--- src/rtl/vga_timing_pkg.sv ---
// Default 640x480 @ 60 Hz raster constants shared by the timing generator and overlay controllers.
// Latency: n/a (constants only).
// Backpressure: n/a.
package vga_timing_pkg;

  // Counter width used for hCount / vCount and every raster comparison
  localparam int CNT_W = 10;

  // Board clocks per pixel (100 MHz board clock -> 25 MHz pixel rate)
  localparam int DEF_CLK_DIV = 4;

  // Horizontal timing, in pixels
  localparam int DEF_H_TOTAL     = 800;
  localparam int DEF_H_SYNC      = 96;
  localparam int DEF_H_ACT_START = 144;
  localparam int DEF_H_ACT_END   = 784;

  // Vertical timing, in lines
  localparam int DEF_V_TOTAL     = 525;
  localparam int DEF_V_SYNC      = 2;
  localparam int DEF_V_ACT_START = 35;
  localparam int DEF_V_ACT_END   = 515;

endpackage

--- src/rtl/pix_tick_gen.sv ---
// Pixel-enable divider: pulses pix_tick on the last board clock of every CLK_DIV-clock pixel.
// Latency: first pix_tick CLK_DIV-1 clocks after reset release, then every CLK_DIV clocks.
// Backpressure: none, free-running.
module pix_tick_gen #(
  parameter int CLK_DIV = 4
) (
  input  logic clk,
  input  logic rst,
  output logic pix_tick
);

  localparam int DIV_W = (CLK_DIV > 1) ? $clog2(CLK_DIV) : 1;
  localparam logic [DIV_W-1:0] DIV_LAST = DIV_W'(CLK_DIV - 1);

  logic [DIV_W-1:0] div;

  // Free-running modulo-CLK_DIV counter
  always_ff @(posedge clk or negedge rst) begin
    if (!rst) begin
      div <= '0;
    end else if (div == DIV_LAST) begin
      div <= '0;
    end else begin
      div <= div + DIV_W'(1);
    end
  end

  assign pix_tick = (div == DIV_LAST);

endmodule

--- src/rtl/vga_timing_gen.sv ---
// VGA raster timing: pixel/line counters plus sync, visible-window and frame-start decodes.
// Latency: decodes are combinational from the registered counters; counters step on pix_tick.
// Backpressure: none, free-running. Optional frame counter under VGA_TIMING_FRAME_CNT_EN.
module vga_timing_gen
  import vga_timing_pkg::*;
#(
  parameter int CLK_DIV     = DEF_CLK_DIV,
  parameter int H_TOTAL     = DEF_H_TOTAL,
  parameter int H_SYNC      = DEF_H_SYNC,
  parameter int H_ACT_START = DEF_H_ACT_START,
  parameter int H_ACT_END   = DEF_H_ACT_END,
  parameter int V_TOTAL     = DEF_V_TOTAL,
  parameter int V_SYNC      = DEF_V_SYNC,
  parameter int V_ACT_START = DEF_V_ACT_START,
  parameter int V_ACT_END   = DEF_V_ACT_END
) (
  input  logic             clk,
  input  logic             rst,
  output logic [CNT_W-1:0] hCount,
  output logic [CNT_W-1:0] vCount,
  output logic             bright,
  output logic             hSync,
  output logic             vSync,
  output logic             pix_tick,
  output logic             frame_start
`ifdef VGA_TIMING_FRAME_CNT_EN
  ,
  output logic [7:0]       frame_cnt
`endif
);

  localparam logic [CNT_W-1:0] H_LAST = CNT_W'(H_TOTAL - 1);
  localparam logic [CNT_W-1:0] V_LAST = CNT_W'(V_TOTAL - 1);

  logic h_last;
  logic v_last;

  pix_tick_gen #(
    .CLK_DIV (CLK_DIV)
  ) u_pix_tick_gen (
    .clk      (clk),
    .rst      (rst),
    .pix_tick (pix_tick)
  );

  assign h_last = (hCount == H_LAST);
  assign v_last = (vCount == V_LAST);

  // Raster counters: step once per pixel, line wrap carries into the line counter
  always_ff @(posedge clk or negedge rst) begin
    if (!rst) begin
      hCount <= '0;
      vCount <= '0;
    end else if (pix_tick) begin
      if (h_last) begin
        hCount <= '0;
        if (v_last) begin
          vCount <= '0;
        end else begin
          vCount <= vCount + CNT_W'(1);
        end
      end else begin
        hCount <= hCount + CNT_W'(1);
      end
    end
  end

  // Sync and visible-window decodes; all-zero counters decode to all-zero outputs
  always_comb begin
    hSync  = !(hCount < CNT_W'(H_SYNC));
    vSync  = !(vCount < CNT_W'(V_SYNC));
    bright = (hCount >= CNT_W'(H_ACT_START)) && (hCount < CNT_W'(H_ACT_END)) &&
             (vCount >= CNT_W'(V_ACT_START)) && (vCount < CNT_W'(V_ACT_END));
  end

  assign frame_start = pix_tick && h_last && v_last;

`ifdef VGA_TIMING_FRAME_CNT_EN
  // Frame counter for blink/animation, wraps naturally at 255
  always_ff @(posedge clk or negedge rst) begin
    if (!rst) begin
      frame_cnt <= '0;
    end else if (frame_start) begin
      frame_cnt <= frame_cnt + 8'd1;
    end
  end
`endif

endmodule
--- config.mk ---
export PLATFORM = sky130hd
export DESIGN_NAME = vga_timing_gen
export DESIGN_NICKNAME = d
export VERILOG_FILES = /design/src/rtl/vga_timing_pkg.sv /design/src/rtl/pix_tick_gen.sv /design/src/rtl/vga_timing_gen.sv
export SDC_FILE = /design/constraint.sdc
export NUM_CORES = 1
export LEC_CHECK = 0
export CELL_PAD_IN_SITES_DETAIL_PLACEMENT = 1
export CELL_PAD_IN_SITES_GLOBAL_PLACEMENT = 1
export CORE_MARGIN = 4
export CORE_UTILIZATION = 31
export CTS_CLUSTER_SIZE = 40
export DETAILED_ROUTE_END_ITERATION = 16
export GPL_TIMING_DRIVEN = 0
export MAX_ROUTING_LAYER = met4
export PLACE_DENSITY = 0.66
export REMOVE_ABC_BUFFERS = 1
export SLEW_MARGIN = 20
export SYNTH_ARGS = -nofsm -noshare
export SYNTH_HDL_FRONTEND = slang
export SYNTH_HIERARCHICAL = 1
export SYNTH_SLANG_ARGS = --single-unit
--- constraint.sdc ---
create_clock -name clk -period 1.56 [get_ports clk]
set_clock_uncertainty 0.05 [all_clocks]
set_input_delay 0.312 -clock clk [delete_from_list [all_inputs] [get_ports clk]]
set_output_delay 0.312 -clock clk [all_outputs]
set_load 0.02 [all_outputs]
==> metrics.cfg <==
[power_and_ir_drop]
p_int_w=0.0009153
p_per_area_nw_per_um2=549.1
seqPwrFrac_pct=50.0
p_sw_share_pct=19.66
leakagePower_nw=0.9654
p_clk_share_pct=48.8
ir_drop_v=0.0003735
p_sw_w=0.0002239
p_comb_share_pct=1.3

[global_routing]
grt_pass1_wl_um=6706
grt.total_usage_pct=17.08
grt_max_degree=23
first_global_vias=1263
antenna_found_initial=0
grt_overflow=0

[routing]
drt_iter0_markers=40
drtPass1Iterations=4
drt_wl_total_um=4434
vias=1216
detail-route-antenna-nets=0
viasPerCell=5.241
drc=0
wl_per_cell_um=19.11

[clock_tree]
clkTransAtPathRegs_ns=0.09
cts_max_path_buffers=2
cts_tree=yes
clock_latency_ns=0.27
htreeDepth=1
clock-root-buffer=clkbuf_8
clock_sinks=22
cts_buffers=3

[critical_path]
r2r_start=hCount[7]
worst_setup_path_start_kind=flip-flop
end_kind=output port
critical_path.startpoint=hCount[5]
cpLargestDelayFamily=compound AO/OA/AOI/OAI gates
worstPathArrival_ns=1.67
critPathMaxStageDelay_ns=0.47
cp_max_fo=4
worstPathRequired_ns=1.20
path_depth=4
critical_path_class=flip-flop to output port
critical_path.slowest_cell=dfrtp_2
path_buf_inv=1
rr_worst_depth=7
cp_cell_sequence=o41ai_4 -> o31ai_2 -> a221oi_2 -> buf_4

[cells_and_area]
layout_commonest_cell=buf_4
diodes=0
ff_latch_area_um2=566.8
drive_gt1_share_pct=52.17
fin_nets=192
nFillCells=409
layout_common_cells=buf_4, buf_6, dfrtp_2
multi_input_area_um2=820.8
finalNonFillerCells=232
syn_to_final_growth_pct=65.80
postLayoutCoreUtil_pct=55.01

[yosys]
synth_edf_count=0
ys_warn_count=6
yosysTopAreaCellShare_pct=44.00
synthTopCellsByArea=dfrtp_1, ha_1, xor2_1
syn_area_per_cell_um2=9.930
synth_ff_type=dfrtp_1
ys_seq_elements=22
yosys.area.top_type=dfrtp_1
synthesis.area_um2=1251
synth.distinct_cells=34
yosysSeqAreaShare_pct=44.00
syn_inst=126
synth_async_sr_flop_share_pct=100.0

[floorplan]
die_x_um=71.53
rows=22
die_h_um=71.53
core_um2=3771
initial_core_util_pct=33.18
ios=27
dieArea_um2=5117

[outcome]
violations=negative setup slack
outcome=finished, violations left

[placed_design]
place_congestion=0.7428
placed_cells=194
io_buffers=26
dp_hpwl_um=2371

[timing]
clock.fmax_ghz=0.4917
worst_pin_slew_ns=0.5299
setup_slack_ns=-0.4738
rsz0062_at_grt=true
relSlewSlack_pct=64.67
slew_violations=0
post-route-min-period_ns=2.034
fin_crit_sh_pct=130.4
finalHoldViolCount=0
setup_viol_count_final=23

[flow_run]
max-cap-violations=0

[hold_path]
holdCritPathClass=input port to asynchronous set/reset pin

kinds of logic after synthesis:
group	count (synthesis)	synth area share, %
compound gates	12	6.200
fa+ha+maj	5	5.000
simple gates	59	28.10
flops	22	44.00
buf+inv	13	5.200
xor+xnor	11	8.300
mux	4	3.200
cell usage after synthesis, types with 2 or more instances:
| cell | instances |
|---|---|
| and4_1 | 2 |
| ha_1 | 5 |
| xor2_1 | 6 |
| nand3_1 | 8 |
| or4_1 | 2 |
| or3_1 | 2 |
| nor2_1 | 11 |
| nand2_1 | 11 |
| inv_1 | 7 |
| and2_1 | 2 |
| nand4_1 | 8 |
| dfrtp_1 | 22 |
| and3_1 | 3 |
| buf_2 | 3 |
| xnor2_1 | 4 |
| a21oi_1 | 3 |
| o41ai_1 | 2 |
| nor3_1 | 3 |
| mux2i_1 | 4 |
| o21ai_0 | 4 |
registers in the layout, indices dropped and copies added, names as in the netlist:
signal and flops:
hCount 10, u_pix_tick_gen/div 2, vCount 10
cell type report:
class                      instances  area share [%]
multi-input combinational         91           39.57
sequential                        22           27.32
timing repair buffer              60           25.51
tap                               48           2.895
clock buffer                       3           1.990
clock inverter                     1           1.448
inverter                           7           1.267
power by group through the flow:
stage | clock network, W | logic (W) | registers [W]
after CTS | 0.000557 | 0.0000148 | 0.000570
after global placement | 0 | 0.0000146 | 0.000581
final | 0.000555 | 0.0000143 | 0.000570
after detailed placement | 0 | 0.0000148 | 0.000581
after global routing | 0.000586 | 0.0000172 | 0.000570
after floorplan | 0 | 0.000000000250 | 0.000581
per-stage QoR:
| stage | hold WS (ns) | cell area, µm² | total power [W] | setup slack [ns] | setup TNS, ns |
|---|---|---|---|---|---|
| after CTS | 0.4683 | 1912 | 0.001142 | -0.4824 | -1.361 |
| after detailed placement | 0.3746 | 1533 | 0.0005959 | -0.9211 | -9.939 |
| after global placement | 0.3637 | 1533 | 0.0005957 | -0.9232 | -9.137 |
| final | 0.4977 | 2074 | 0.001139 | -0.4738 | -3.177 |
| after global routing | 0.5552 | 2074 | 0.001173 | -0.5552 | -4.491 |
| after floorplan | -0.03359 | 1212 | 0.0005812 | -0.4612 | -3.964 |
routing by layer:
metal / share of wire [%] / track usage [%] / vias to the layer above
met1: 41 / 20.28 / 616
met2: 54 / 30.41 / 32
met4: 1.2 / 2.505 / 0
met5: 0 / - / -
met3: 3.9 / 3.366 / 6
li1: - / - / 562
worst register-to-register path, cell delays in order (launching register included):
cell and delay (ns):
dfrtp_2 0.44, buf_4 0.14, buf_6 0.12, nor3_4 0.25
nand4_4 0.14, buf_6 0.17, or3_1 0.30, nand3_1 0.08
what timing repair did:
item / in CTS / in global routing
pin swaps: 15 / 15
gates resized for setup: 94 / 40
setup endpoints to repair: 43 / 30
hold buffers: 0 / 1
setup buffers: 25 / 11
hold endpoints to repair: 0 / 13
final timing paths:
| check | to | slack (ns) |
|---|---|---|
| min | u_pix_tick_gen/div[0] | 0.50 |
| min reg2reg | hCount[2] | 0.53 |
| max reg2reg | vCount[3] | -0.20 |
| max | bright | -0.47 |
| max in group asynchronous | vCount[1] | 0.57 |
| min in group clk | hCount[2] | 0.53 |
(Power assumes the default switching activity.)
